[src/rtl/logic_unit_pkg.sv]
// Shared definitions for the pipelined bitwise logic unit.
// Opcode encoding, opcode width and the output-stage state type.
// Optional feature macro used by the top: LU_TXN_CNT_EN.
package logic_unit_pkg;

    localparam int OP_W = 3;

    localparam logic [OP_W-1:0] OP_AND  = 3'd0;
    localparam logic [OP_W-1:0] OP_OR   = 3'd1;
    localparam logic [OP_W-1:0] OP_NOTA = 3'd2;
    localparam logic [OP_W-1:0] OP_NAND = 3'd3;
    localparam logic [OP_W-1:0] OP_NOR  = 3'd4;
    localparam logic [OP_W-1:0] OP_XOR  = 3'd5;
    localparam logic [OP_W-1:0] OP_XNOR = 3'd6;
    localparam logic [OP_W-1:0] OP_RSVD = 3'd7;

    // Output stage holds at most one result.
    typedef enum logic {
        ST_EMPTY = 1'b0,
        ST_FULL  = 1'b1
    } out_state_t;

endpackage

[src/rtl/logic_unit_core.sv]
// Purely combinational opcode decode for the logic unit.
// Produces the WIDTH-bit result and a reserved-opcode error bit.
module logic_unit_core
    import logic_unit_pkg::*;
#(
    parameter int WIDTH = 8
) (
    input  logic [WIDTH-1:0] a,
    input  logic [WIDTH-1:0] b,
    input  logic [2:0]       op,
    output logic [WIDTH-1:0] y,
    output logic             err
);

    // Select the bitwise function; the reserved opcode yields zero and flags an error.
    always_comb begin
        y   = '0;
        err = 1'b0;
        case (op)
            OP_AND:  y = a & b;
            OP_OR:   y = a | b;
            OP_NOTA: y = ~a;
            OP_NAND: y = ~(a & b);
            OP_NOR:  y = ~(a | b);
            OP_XOR:  y = a ^ b;
            OP_XNOR: y = ~(a ^ b);
            default: begin
                y   = '0;
                err = 1'b1;
            end
        endcase
    end

endmodule

[src/rtl/logic_unit_pipe.sv]
// Registered bitwise logic unit with valid/ready on both sides,
// one-cycle latency, chaining accumulator and result status flags.
// Optional transaction counter enabled by defining LU_TXN_CNT_EN;
// without it txn_cnt is tied to zero and no counter flops exist.
module logic_unit_pipe
    import logic_unit_pkg::*;
#(
    parameter int WIDTH = 8,
    parameter int CNT_W = 16
) (
    input  logic             clk,
    input  logic             rst_n,
    input  logic             in_valid,
    output logic             in_ready,
    input  logic [WIDTH-1:0] in_a,
    input  logic [WIDTH-1:0] in_b,
    input  logic [2:0]       in_op,
    input  logic             in_use_acc,
    input  logic             acc_clr,
    output logic             out_valid,
    input  logic             out_ready,
    output logic [WIDTH-1:0] out_y,
    output logic             out_zero,
    output logic             out_ones,
    output logic             out_err,
    output logic [WIDTH-1:0] acc_q,
    output logic [CNT_W-1:0] txn_cnt
);

    // Handshake: a transfer happens on a rising edge where valid and ready are
    // both high. in_ready depends only on the output stage (empty, or being
    // drained this cycle), never on in_valid, so a full stage that is drained
    // can take a new operand in the same cycle. out_* stay stable while
    // out_valid=1 and out_ready=0.

    out_state_t       state_q;
    out_state_t       state_d;
    logic             accept;
    logic [WIDTH-1:0] operand_b;
    logic [WIDTH-1:0] core_y;
    logic             core_err;

    assign out_valid = (state_q == ST_FULL);
    assign in_ready  = (state_q == ST_EMPTY) | out_ready;
    assign accept    = in_valid & in_ready;

    // Chained ops use the accumulator value from before this cycle's update.
    assign operand_b = in_use_acc ? acc_q : in_b;

    logic_unit_core #(
        .WIDTH (WIDTH)
    ) u_core (
        .a   (in_a),
        .b   (operand_b),
        .op  (in_op),
        .y   (core_y),
        .err (core_err)
    );

    // Output stage state register.
    always_ff @(posedge clk or negedge rst_n) begin
        if (!rst_n) begin
            state_q <= ST_EMPTY;
        end else begin
            state_q <= state_d;
        end
    end

    // Output stage next state: a new accept refills, a drain without refill empties.
    always_comb begin
        state_d = state_q;
        if (accept) begin
            state_d = ST_FULL;
        end else if ((state_q == ST_FULL) && out_ready) begin
            state_d = ST_EMPTY;
        end
    end

    // Result and flags are captured together on accept and otherwise held.
    always_ff @(posedge clk or negedge rst_n) begin
        if (!rst_n) begin
            out_y    <= '0;
            out_zero <= 1'b0;
            out_ones <= 1'b0;
            out_err  <= 1'b0;
        end else if (accept) begin
            out_y    <= core_y;
            out_zero <= (core_y == '0);
            out_ones <= (core_y == '1);
            out_err  <= core_err;
        end
    end

    // Accumulator follows each accepted result; a clear in the same cycle wins.
    always_ff @(posedge clk or negedge rst_n) begin
        if (!rst_n) begin
            acc_q <= '0;
        end else if (acc_clr) begin
            acc_q <= '0;
        end else if (accept) begin
            acc_q <= core_y;
        end
    end

`ifdef LU_TXN_CNT_EN
    logic [CNT_W-1:0] cnt_q;

    // Saturating count of accepted transactions.
    always_ff @(posedge clk or negedge rst_n) begin
        if (!rst_n) begin
            cnt_q <= '0;
        end else if (accept && (cnt_q != '1)) begin
            cnt_q <= cnt_q + CNT_W'(1);
        end
    end

    assign txn_cnt = cnt_q;
`else
    assign txn_cnt = '0;
`endif

endmodule

[config.mk]
export PLATFORM = sky130hd
export DESIGN_NAME = logic_unit_pipe
export DESIGN_NICKNAME = d
export VERILOG_FILES = /design/src/rtl/logic_unit_pkg.sv /design/src/rtl/logic_unit_core.sv /design/src/rtl/logic_unit_pipe.sv
export SDC_FILE = /design/constraint.sdc
export NUM_CORES = 1
export LEC_CHECK = 0
export CORE_MARGIN = 1
export CORE_UTILIZATION = 27
export CTS_CLUSTER_SIZE = 8
export DETAILED_ROUTE_END_ITERATION = 12
export GPL_ROUTABILITY_DRIVEN = 0
export GPL_TIMING_DRIVEN = 0
export PLACE_DENSITY = 0.51
export SLEW_MARGIN = 20
export SYNTH_ARGS = -nofsm -noshare
export SYNTH_HDL_FRONTEND = slang
export SYNTH_SLANG_ARGS = --single-unit
[constraint.sdc]
create_clock -name clk -period 1.93 [get_ports clk]
set_input_delay 0.4825 -clock clk [delete_from_list [all_inputs] [get_ports clk]]
set_output_delay 0.4825 -clock clk [all_outputs]
set_load 0.05 [all_outputs]
==> key figures, run 1 <==
Cells and area
  – Layout Area Growth over Synthesis: 47.5%
  – Register area: ~500 um2
  – Fin nets: between 300 and 400
  – Number of antenna repair diodes: 0
  – Share of cells above drive strength 1: 0.304
  – Footprint of the multi-input gates: 0.00120 mm2
  – Filler instances: around 680

STA
  – Slew Limit Headroom: 0.403
  – Final worst setup slack: -0.0700 ns
  – Worst-Margin Slew: 0.892 ns
  – Setup TNS: -0.103 ns
  – Final Hold Fails: 0
  – Fmax achieved: between 0.5 and 0.6 GHz
  – Tmin final: 2.00 ns
  – RSZ-0062 raised after global routing: yes
  – Max Clock Skew: 0.00145 ns
  – Setup violators final: 3
  – Tcrit/Tclk final: 1.04
  – Slew Limit Fails: 0

Synthesis
  – Mux share of post-synthesis cell area: 0.124
  – Main combinational cell family by area after synthesis: simple AND/OR/NAND/NOR gates
  – Post-synth EDFFs: 0
  – Mapped Cells: 210
  – #FFs+latches synth: 20
  – Post-synth top cells: nand2_1 (22), inv_1 (21), dfrtp_1 (20)
  – Yosys cell types: 47
  – Mapped cell area: 0.00181 mm2
  – Avg Inst Size Synth: about 8.6 um2
  – Area leader, netlist: dfrtp_1
  – Most used DFF post-synth: dfrtp_1
  – Post-Synth Adder-Cell Area: 0.111
  – Most numerous cell in the Yosys netlist: nand2_1
  – Synth top area share: 0.277
  – Synth Area in Simple Gates: 0.172
  – Compound-Gate Fraction of Synth Area: 0.144
  – Ys async rst share: 1.00
  – Dominant cells by area after synthesis: dfrtp_1 (28%), ha_1 (11%), mux2i_1 (10%)
  – Synth Area in XOR/XNOR: 0
  – Seq/Total Area, Yosys: 0.277
  – Syn. warnings: 0

Critical path
  – CP endpoint kind: flip-flop
  – Critical Path Max Stage Delay: approximately 0.40 ns
  – Crit path required time: 2.13 ns
  – Worst path slowest cell: or3_4
  – Crit-path cells: dlygate4sd2_1 > mux2i_2 > ha_2 > nor2_1 > nor3_1 > or3_4 > nor3_4 > a32o_2
  – CP Launch Type: input port
  – Reg2Reg Depth: 7
  – CP arrival: 2.20 ns
  – Crit Path Class: input port to flip-flop
  – Max FO, Critical Path: 4

Worst hold path
  – Min-delay worst type: flip-flop to flip-flop
  – Hold Crit Depth: 2

Pwr
  – Tot Pwr: 1.61 mW
  – Power density cells: ~600 mW/mm2
  – P_leak: 1.45 nW
  – Peak supply drop: ~0.00035 V

Status
  – Status: complete, but fails checks
  – Failing checks: design-rule violations, negative setup slack

Routing
  – Post-route DRC: 9
  – DRT iter0 DRCs: roughly 100
  – Vias per cell: approximately 4.6
  – DR pass1 iterations: 9
  – Antenna Violating Nets Remaining: 0
  – WL final: 4780 um
  – Routed wire per std cell: 13.4 um
  – DR vias: 1,659

Floorplan
  – Die Span X: 83.9 um
  – Die Height: 83.9 um
  – Initial core utilization: 0.282
  – I/O pin count: 62
  – Full die area: between 0.007 and 0.008 mm2
  – Site Rows: 29
  – Core ar.: approximately 0.0064 mm2

Clocking
  – CTS tree: yes
  – H-tree Lvls: 1
  – Clock transition at path regs: 0.07 ns
  – Max Root-Sink Buffers: 2
  – Worst-skew pair later-pin latency: 0.26 ns
  – Cts bufs inserted: 3
  – Clk sink count: 20
  – Root Buffer: clkbuf_8

GRT
  – Largest net degree at the start of global routing: 21
  – Overall Global Routing Usage: 0.140
  – Initial antenna violation count: 0
  – Vias in the first global route: between 1,500 and 2,000
  – Gr ovfl total: 0
  – First-pass GRT wire length: approximately 7900 um

Placed design
  – DPL Wire Length: 3610 um
  – # port buffers: 41

Flow run
  – Max_cap viols: 0
final timing paths:
kind	start	end	slack, ns
min	out_y[7]$_DFFE_PN0P_	out_y[7]$_DFFE_PN0P_	0.48
min in group asynchronous	rst_n	out_y[1]$_DFFE_PN0P_	0.73
max	in_b[0]	out_zero$_DFFE_PN0P_	-0.07
min reg2reg	out_y[7]$_DFFE_PN0P_	out_y[7]$_DFFE_PN0P_	0.48
max reg2reg	acc_q[6]$_DFFE_PN0P_	out_zero$_DFFE_PN0P_	-0.05
max in group asynchronous	rst_n	acc_q[0]$_DFFE_PN0P_	0.60
timing repair:
item | 4_1_cts | 5_1_grt
cloned | 0 | 0
pin swaps | 23 | 12
gates resized for setup | 60 | 22
setup endpoints to repair | 25 | 27
buffers inserted | 8 | 2
hold buffers | 0 | 0
per-stage QoR:
step	setup slack (ns)	hold slack (ns)	cells	cell area, um2	utilization
after detailed placement	-0.661	0.466	343	2400	0.374
after CTS	-0.0918	0.485	355	2590	0.404
final	-0.0700	0.476	357	2670	0.416
after floorplan	-0.198	0.187	225	1900	-
after global routing	-0.139	0.509	357	2670	0.416
after global placement	-0.640	0.467	343	2400	0.374
layout by cell type, fill, tap and decap left out, types with 4 or more instances in the layout:
cell | netlist | final
clkdlybuf4s50_1 | 0 | 6
ha_2 | 0 | 7
nand2_1 | 22 | 19
conb_1 | 1 | 16
clkbuf_8 | 3 | 7
nor3_1 | 8 | 6
buf_4 | 17 | 28
inv_1 | 21 | 19
o21ai_2 | 0 | 4
mux2i_1 | 18 | 13
o21ai_0 | 10 | 4
mux2i_2 | 0 | 5
dfrtp_1 | 20 | 19
nor2_1 | 19 | 18
buf_6 | 4 | 4
dlygate4sd2_1 | 0 | 20
dlymetal6s2s_1 | 0 | 12
ha_1 | 16 | 8
layer usage:
| layer | track usage | vias to the layer above | share of wire |
|---|---|---|---|
| met5 | 0 | - | 0 |
| met4 | 0.0266 | 0 | 0.0077 |
| met3 | 0.0307 | 4 | 0.046 |
| met2 | 0.236 | 47 | 0.48 |
| met1 | 0.185 | 779 | 0.47 |
| li1 | - | 829 | - |
critical path: cells and delay by family:
kind	cells	cell delay, ns
and+or+nand+nor	4	0.78
muxes	1	0.19
adders and majority gates	1	0.32
buffers and inverters	1	0.25
AOI/OAI and AO/OA	1	0.18
registers in the layout, indices dropped and copies added (netlist names):
name and cells:
acc_q 8, out_y 8, out_err 1, out_ones 1, out_valid 1, out_zero 1
where the power goes:
part	internal (mW)	switching [mW]	leakage [nW]
Combinational	0.304	0.489	1.17
Sequential	0.464	0.0283	0.253
Clock	0.182	0.138	0.0288
cell families (layout without fill, tap and decap cells):
family,after synthesis,count (layout)
AND/OR/NAND/NOR,67,67
flip-flops,20,20
adder cells (fa/ha/maj),16,16
multiplexers,21,21
other,1,16
AO/OA/AOI/OAI,36,36
buffers and inverters,49,104
area by class of cell:
type                            count  share of cell area
Clock buffer                        4              0.0206
Multi-Input combinational cell    156               0.449
Inverter                           21              0.0295
Sequential cell                    20               0.188
Buffer                             28              0.0942
Timing Repair Buffer               51               0.183
Tap cell                           77              0.0361
Power figures use the tool's default switching activity.
==> run 2, diff against run 1 <==
GPL_TIMING_DRIVEN = unset   (was 0)
PLACE_DENSITY = 0.49   (was 0.51)
clock period = 2.14 ns   (was 1.93 ns; I/O delays follow)
==> run 2 against run 1 <==
Net effect: the run ends with design-rule violations left; count of clock-buffer cells in the layout unchanged; design area increased by 5.3%; sequential cell count unchanged; worst hold slack improved by 0.0011 ns; largest cell class unchanged; power decreased by 6.1%; cell count increased by 1.7%; wire length increased by 0.65%; largest power group unchanged.
==> key figures, run 2 (synthesis gave the netlist of run 1 again) <==
Status
  – Status: complete, but fails checks
  – Failing checks: design-rule violations

GRT
  – Overall Global Routing Usage: 0.134 (-0.00607)
  – Gr ovfl total: 0 (unchanged)
  – Largest net degree at the start of global routing: 21 (unchanged)
  – Initial antenna violation count: 0 (unchanged)
  – First-pass GRT wire length: 7690 um (-2.6%)
  – Vias in the first global route: 1,648 (+3.0%)

Critical path
  – CP arrival: 2.27 ns (+0.07 ns)
  – Max FO, Critical Path: 3 (-1)
  – Crit-path cells: dlygate4sd2_1 > mux2i_4 > buf_4 > ha_4 > and2b_2 > mux4_2 > nor2_4 > a32o_2
  – Crit path required time: 2.34 ns (+0.21 ns)
  – Critical Path Max Stage Delay: 0.52 ns (+0.12 ns)
  – CP Launch Type: input port
  – Reg2Reg Depth: 9 (+2)
  – Crit Path Class: input port to flip-flop
  – Worst path slowest cell: mux4_2
  – CP endpoint kind: flip-flop

STA
  – Fmax achieved: between 0.4 and 0.5 GHz
  – Tcrit/Tclk final: 0.967
  – Slew Limit Fails: 0 (unchanged)
  – Setup TNS: 0 ns (+0.103 ns)
  – Slew Limit Headroom: 0.658 (+0.255)
  – Max Clock Skew: 0.00594 ns (+0.00449 ns)
  – Final Hold Fails: 0 (unchanged)
  – Worst-Margin Slew: 0.511 ns (-0.381 ns)
  – Setup violators final: 0 (-3)
  – Tmin final: 2.07 ns
  – RSZ-0062 raised after global routing: yes

Placed design
  – # port buffers: 45 (+9.8%)
  – DPL Wire Length: 3500 um (-3.0%)
  – Cell total after placement: 352 (+2.6%)

Cells and area
  – Largest regs: acc_q x8, out_y x8
  – Commonest non-fill, non-tap cells in the layout: buf_4 (36), clkdlybuf4s50_1 (28), nand2_1 (20), dfrtp_1 (20)
  – Commonest non-fill, non-tap cell in the layout: buf_4
  – Fin nets: 328 (+1.9%)
  – Layout Area Growth over Synthesis: 55.4%
  – Number of antenna repair diodes: 0 (unchanged)
  – Register area: 500 um2 (-0.25%)
  – Filler instances: 634 (-6.1%)
  – Share of cells above drive strength 1: 0.315 (+0.0111)
  – Fin cells: 363 (+1.7%)
  – Footprint of the multi-input gates: 0.00126 mm2 (+5.5%)

Routing
  – WL final: 4810 um (+0.65%)
  – DR vias: 1,685 (+1.6%)
  – Routed wire per std cell: 13.3 um (-1.0%)
  – Vias per cell: 4.64 (-0.11%)
  – DR pass1 iterations: 8 (-1)
  – DRT iter0 DRCs: 65 (-36%)
  – Antenna Violating Nets Remaining: 0 (unchanged)
  – Post-route DRC: 9 (unchanged)

Floorplan
  – Die Span X: 83.9 um (unchanged)
  – I/O pin count: 62 (unchanged)
  – Site Rows: 29 (unchanged)
  – Core ar.: 0.00642 mm2 (unchanged)
  – Initial core utilization: 0.282 (unchanged)
  – Full die area: 0.00703 mm2 (unchanged)
  – Die Height: 83.9 um (unchanged)

Pwr
  – P_leak: 1.36 nW (-6.2%)
  – Peak supply drop: 0.000347 V (-1.3%)
  – Power density cells: 536 mW/mm2 (-11%)

Clocking
  – Clk sink count: 20 (unchanged)
  – Clock transition at path regs: 0.08 ns (about the same)
  – Max Root-Sink Buffers: 2 (unchanged)
  – Root Buffer: clkbuf_8
  – Worst-skew pair later-pin latency: 0.26 ns (about the same)
  – CTS tree: yes
  – Cts bufs inserted: 3 (unchanged)
  – Hold_buf cts: 0 (unchanged)
  – H-tree Lvls: 1 (unchanged)

Flow run
  – Max_cap viols: 0 (unchanged)

Worst hold path
  – Min-delay worst type: flip-flop to flip-flop
  – Hold Crit Depth: 2 (unchanged)
==> run 2: worst paths after layout <==
| path | from | to | slack (ns) |
|---|---|---|---|
| worst max register to register | acc_q[2]$_DFFE_PN0P_ | out_zero$_DFFE_PN0P_ | 0.16 |
| worst min-delay path | out_y[7]$_DFFE_PN0P_ | out_y[7]$_DFFE_PN0P_ | 0.48 |
| worst max-delay path | in_b[6] | out_zero$_DFFE_PN0P_ | 0.07 |
| worst min register to register | out_y[7]$_DFFE_PN0P_ | out_y[7]$_DFFE_PN0P_ | 0.48 |
| min in group asynchronous | rst_n | out_y[7]$_DFFE_PN0P_ | 0.61 |
| max in group asynchronous | rst_n | out_valid$_DFFE_PN0P_ | 1.30 |
==> run 2: power by group <==
group,switching (mW),internal (mW)
Clock,0.122,0.164
Sequential,0.0294,0.419
Combinational,0.456,0.317
Total,0.608,0.899
==> run 2: cell type report <==
type,instances,area share
Clock buffer,4,0.0196
Multi-Input combinational cell,156,0.449
Timing Repair Buffer,85,0.289
Inverter,21,0.0294
Sequential cell,20,0.178
Tap cell,77,0.0343
==> run 2: repair_timing <==
action,in CTS,in global routing
hold endpoints to repair,0,0
buffers inserted,3,4
endpoints found under the setup margin,18,11
cloned,1,1
pin swaps,14,16
gates resized for setup,33,38
==> run 2: metal layers <==
layer / part of all wire / track usage
met1: 0.48 / 0.185
met2: 0.47 / 0.221
met3: 0.052 / 0.0317
met4: 0 / 0.0110
met5: 0 / 0
==> run 2: per-stage QoR <==
stage | worst slack (ns) | power, mW | cell area, um2 | hold WS, ns | util
final | 0.0696 | 1.51 | 2810 | 0.477 | 0.438
after global routing | -0.0170 | 1.59 | 2810 | 0.529 | 0.438
after CTS | 0.00337 | 1.47 | 2630 | 0.488 | 0.410
after detailed placement | -0.820 | 1.14 | 2470 | 0.469 | 0.385
after global placement | -0.782 | 1.14 | 2470 | 0.462 | 0.385
after floorplan | -0.0405 | 0.914 | 1890 | 0.239 | -
==> run 2: critical path: cells and delay by family <==
kind                     cells  cell delay, ns
AND/OR/NAND/NOR              2            0.32
AO/OA/AOI/OAI                1            0.17
adder cells (fa/ha/maj)      1            0.19
multiplexers                 2            0.66
buffers and inverters        2            0.39
==> run 3, diff against run 2 <==
CAP_MARGIN = 30   (was unset)
SETUP_SLACK_MARGIN = 0.02   (was unset)
==> run 3 against run 2 <==
Net effect: the flow still finishes with violations (design-rule violations); count of clock-buffer cells in the layout fell by 1; wire length fell by 2.3%; non-clock buffer count did not move; fmax fell by 1.1%; sequential share of layout area rose by 0.55 points; worst setup slack got worse by 0.023 ns; via count fell by 0.95%; global-route usage fell by 0.47 points; clock skew fell by 0.0041 ns; largest cell class unchanged.
==> key figures, run 3 (synthesis gave the netlist of run 1 again) <==
GRT
  – Gr ovfl total: 0 (unchanged)
  – GR Layer Usage met1: 0.177 (-0.00817)
  – Initial antenna violation count: 0 (unchanged)
  – Busiest layer in global routing: met2
  – First-pass GRT wire length: 7350 um (-4.4%)
  – Overall Global Routing Usage: 0.129 (-0.00473)
  – Vias in the first global route: 1,548 (-6.1%)
  – M3 GR Usage: 0.0277 (-0.00396)
  – Largest net degree at the start of global routing: 21 (unchanged)
  – Met2 usage: 0.222 (+0.00149)

Floorplan
  – Full die area: 0.00703 mm2 (unchanged)
  – Initial core utilization: 0.282 (unchanged)
  – Die Height: 83.9 um (unchanged)
  – Die Span X: 83.9 um (unchanged)
  – Site Rows: 29 (unchanged)
  – Core ar.: 0.00642 mm2 (unchanged)
  – I/O pin count: 62 (unchanged)

Pwr
  – Internal: 0.844 mW (-6.2%)
  – Peak supply drop: 0.000368 V (+6.1%)
  – Clock power share: 0.172 (-0.018)
  – Comb power frac: 0.517 (+0.004)
  – Net Switching: 0.591 mW (-2.7%)
  – Tot Pwr: 1.44 mW (-4.8%)
  – Power density cells: 526 mW/mm2 (-1.8%)
  – P_leak: 1.34 nW (-1.7%)
  – Seq pwr share: 0.311 (+0.014)
  – Switching share of power: 0.412 (+0.00870)

STA
  – Final Hold Fails: 0 (unchanged)
  – Slew Limit Fails: 0 (unchanged)
  – RSZ-0062 raised after global routing: yes
  – Tcrit/Tclk final: 0.978 (+0.0109)
  – Setup violators final: 0 (unchanged)
  – Fmax achieved: 0.478 GHz (-1.1%)
  – Tmin final: 2.09 ns (+0.0234 ns)
  – Worst-Margin Slew: 0.504 ns (-0.00755 ns)
  – Max Clock Skew: 0.00187 ns (-0.00407 ns)
  – Setup TNS: 0 ns (unchanged)
  – Slew Limit Headroom: 0.663 (+0.00505)

Routing
  – Routed wire per std cell: 13.0 um (-2.1%)
  – DRT iter0 DRCs: 47 (-28%)
  – DR vias: 1,669 (-0.95%)
  – DR pass1 iterations: 8 (unchanged)
  – Antenna Violating Nets Remaining: 0 (unchanged)
  – WL final: 4700 um (-2.3%)
  – Post-route DRC: 10 (+1)
  – Vias per cell: 4.61 (-0.68%)

Cells and area
  – Final Cell Area: 0.00273 mm2 (-3.0%)
  – Register area: 500 um2 (unchanged)
  – Largest regs: acc_q x8, out_y x8
  – Commonest non-fill, non-tap cell in the layout: buf_4
  – Commonest non-fill, non-tap cells in the layout: buf_4 (36), clkdlybuf4s50_1 (30), nand2_1 (20), dfrtp_1 (20)
  – Footprint of the multi-input gates: 0.00120 mm2 (-5.3%)
  – Share of cells above drive strength 1: 0.295 (-0.0199)
  – Filler instances: 648 (+2.2%)
  – Fin nets: 328 (unchanged)
  – Number of antenna repair diodes: 0 (unchanged)
  – Layout Utilization: 0.425 (-0.0131)
  – Layout Area Growth over Synthesis: 50.8%

Placed design
  – DPL Wire Length: 3570 um (+2.0%)
  – # port buffers: 45 (unchanged)
  – DP Area: 0.00246 mm2 (-0.41%)

Clocking
  – Cts bufs inserted: 3 (unchanged)
  – Clock transition at path regs: 0.07 ns (about the same)
  – CTS tree: yes
  – Root Buffer: clkbuf_8
  – Max Root-Sink Buffers: 2 (unchanged)
  – Clk sink count: 20 (unchanged)
  – Worst-skew pair later-pin latency: 0.25 ns (about the same)
  – H-tree Lvls: 1 (unchanged)

Worst hold path
  – Min-delay worst type: flip-flop to flip-flop
  – Hold Crit Depth: 2 (unchanged)
  – Hold Path End: out_y[7]$_DFFE_PN0P_
  – Hold path start: out_y[7]$_DFFE_PN0P_

Critical path
  – CP endpoint kind: flip-flop
  – Max FO, Critical Path: 3 (unchanged)
  – Reg2Reg Launch Point: acc_q[2]$_DFFE_PN0P_
  – Crit Path Class: input port to flip-flop
  – R2R Setup Slk: 0.08 ns (-0.08 ns)
  – Reg2Reg Depth: 9 (unchanged)
  – CP arrival: 2.29 ns (+0.02 ns)
  – R2r endpoint: out_zero$_DFFE_PN0P_
  – CP Launch Type: input port
  – Crit path required time: 2.34 ns (about the same)

Status
  – Failing checks: design-rule violations
  – Status: complete, but fails checks

Flow run
  – Max_cap viols: 0 (unchanged)
==> run 3: changes by cell type in the layout (fill, tap and decap cells not counted), moves of 2 or more <==
cell,change
buf_12,+2
ha_2,+2
clkdlybuf4s50_1,+2
mux2i_1,+2
mux2i_4,-2
==> run 3: power groups by stage <==
stage | clock [mW] | sequential [mW] | combinational (mW)
2_1_floorplan | 0 | 0.594 | 0.320
3_3_place_gp | 0 | 0.453 | 0.679
3_5_place_dp | 0 | 0.453 | 0.682
4_1_cts | 0.257 | 0.447 | 0.712
5_1_grt | 0.272 | 0.452 | 0.792
6_report | 0.246 | 0.446 | 0.742
==> run 3: critical path: stages <==
cell and delay, ns:
dlygate4sd2_1 0.24, mux2i_2 0.17, inv_1 0.07, ha_2 0.17, mux2_2 0.26, mux4_2 0.51
nor2_4 0.16, a32o_2 0.17
==> run 3: what timing repair did <==
action                     in CTS  in global routing
buffers inserted                3                  8
gates resized for setup        32                 26
cloned                          0                  0
hold buffers                    0                  0
pin swaps                      15                 15
setup endpoints to repair      18                 12
==> run 3: through the flow <==
stage	setup WS (ns)	std cells	hold slack (ns)
final	0.0463	362	0.479
after global routing	-0.0418	362	0.516
after floorplan	-0.0405	225	0.239
after CTS	0.00199	355	0.485
after detailed placement	-0.724	349	0.468
after global placement	-0.748	349	0.465
==> run 3: final cells by class <==
type	count	share of cell area
tap	77	0.0353
clock buffer	3	0.0151
multi-input combinational	156	0.439
inverter	21	0.0289
timing repair buffer	85	0.299
sequential	20	0.183
==> run 3: worst max-delay path by stage <==
stage / start / endpoint / cells after the start
floorplan: in_use_acc / out_zero$_DFFE_PN0P_ / 10
global placement: in_use_acc / out_zero$_DFFE_PN0P_ / 10
detailed placement: in_use_acc / out_zero$_DFFE_PN0P_ / 11
CTS: in_use_acc / out_zero$_DFFE_PN0P_ / 11
global route: in_use_acc / out_zero$_DFFE_PN0P_ / 10
finish: in_b[6] / out_zero$_DFFE_PN0P_ / 8
==> run 3: layer usage <==
layer | vias up | wire (um) | share of wire
li1 | 842 | - | -
met1 | 780 | 2280 | 0.48
met2 | 45 | 2220 | 0.47
met3 | 2 | 180 | 0.038
met4 | 0 | 18 | 0.0038
met5 | - | 0 | 0
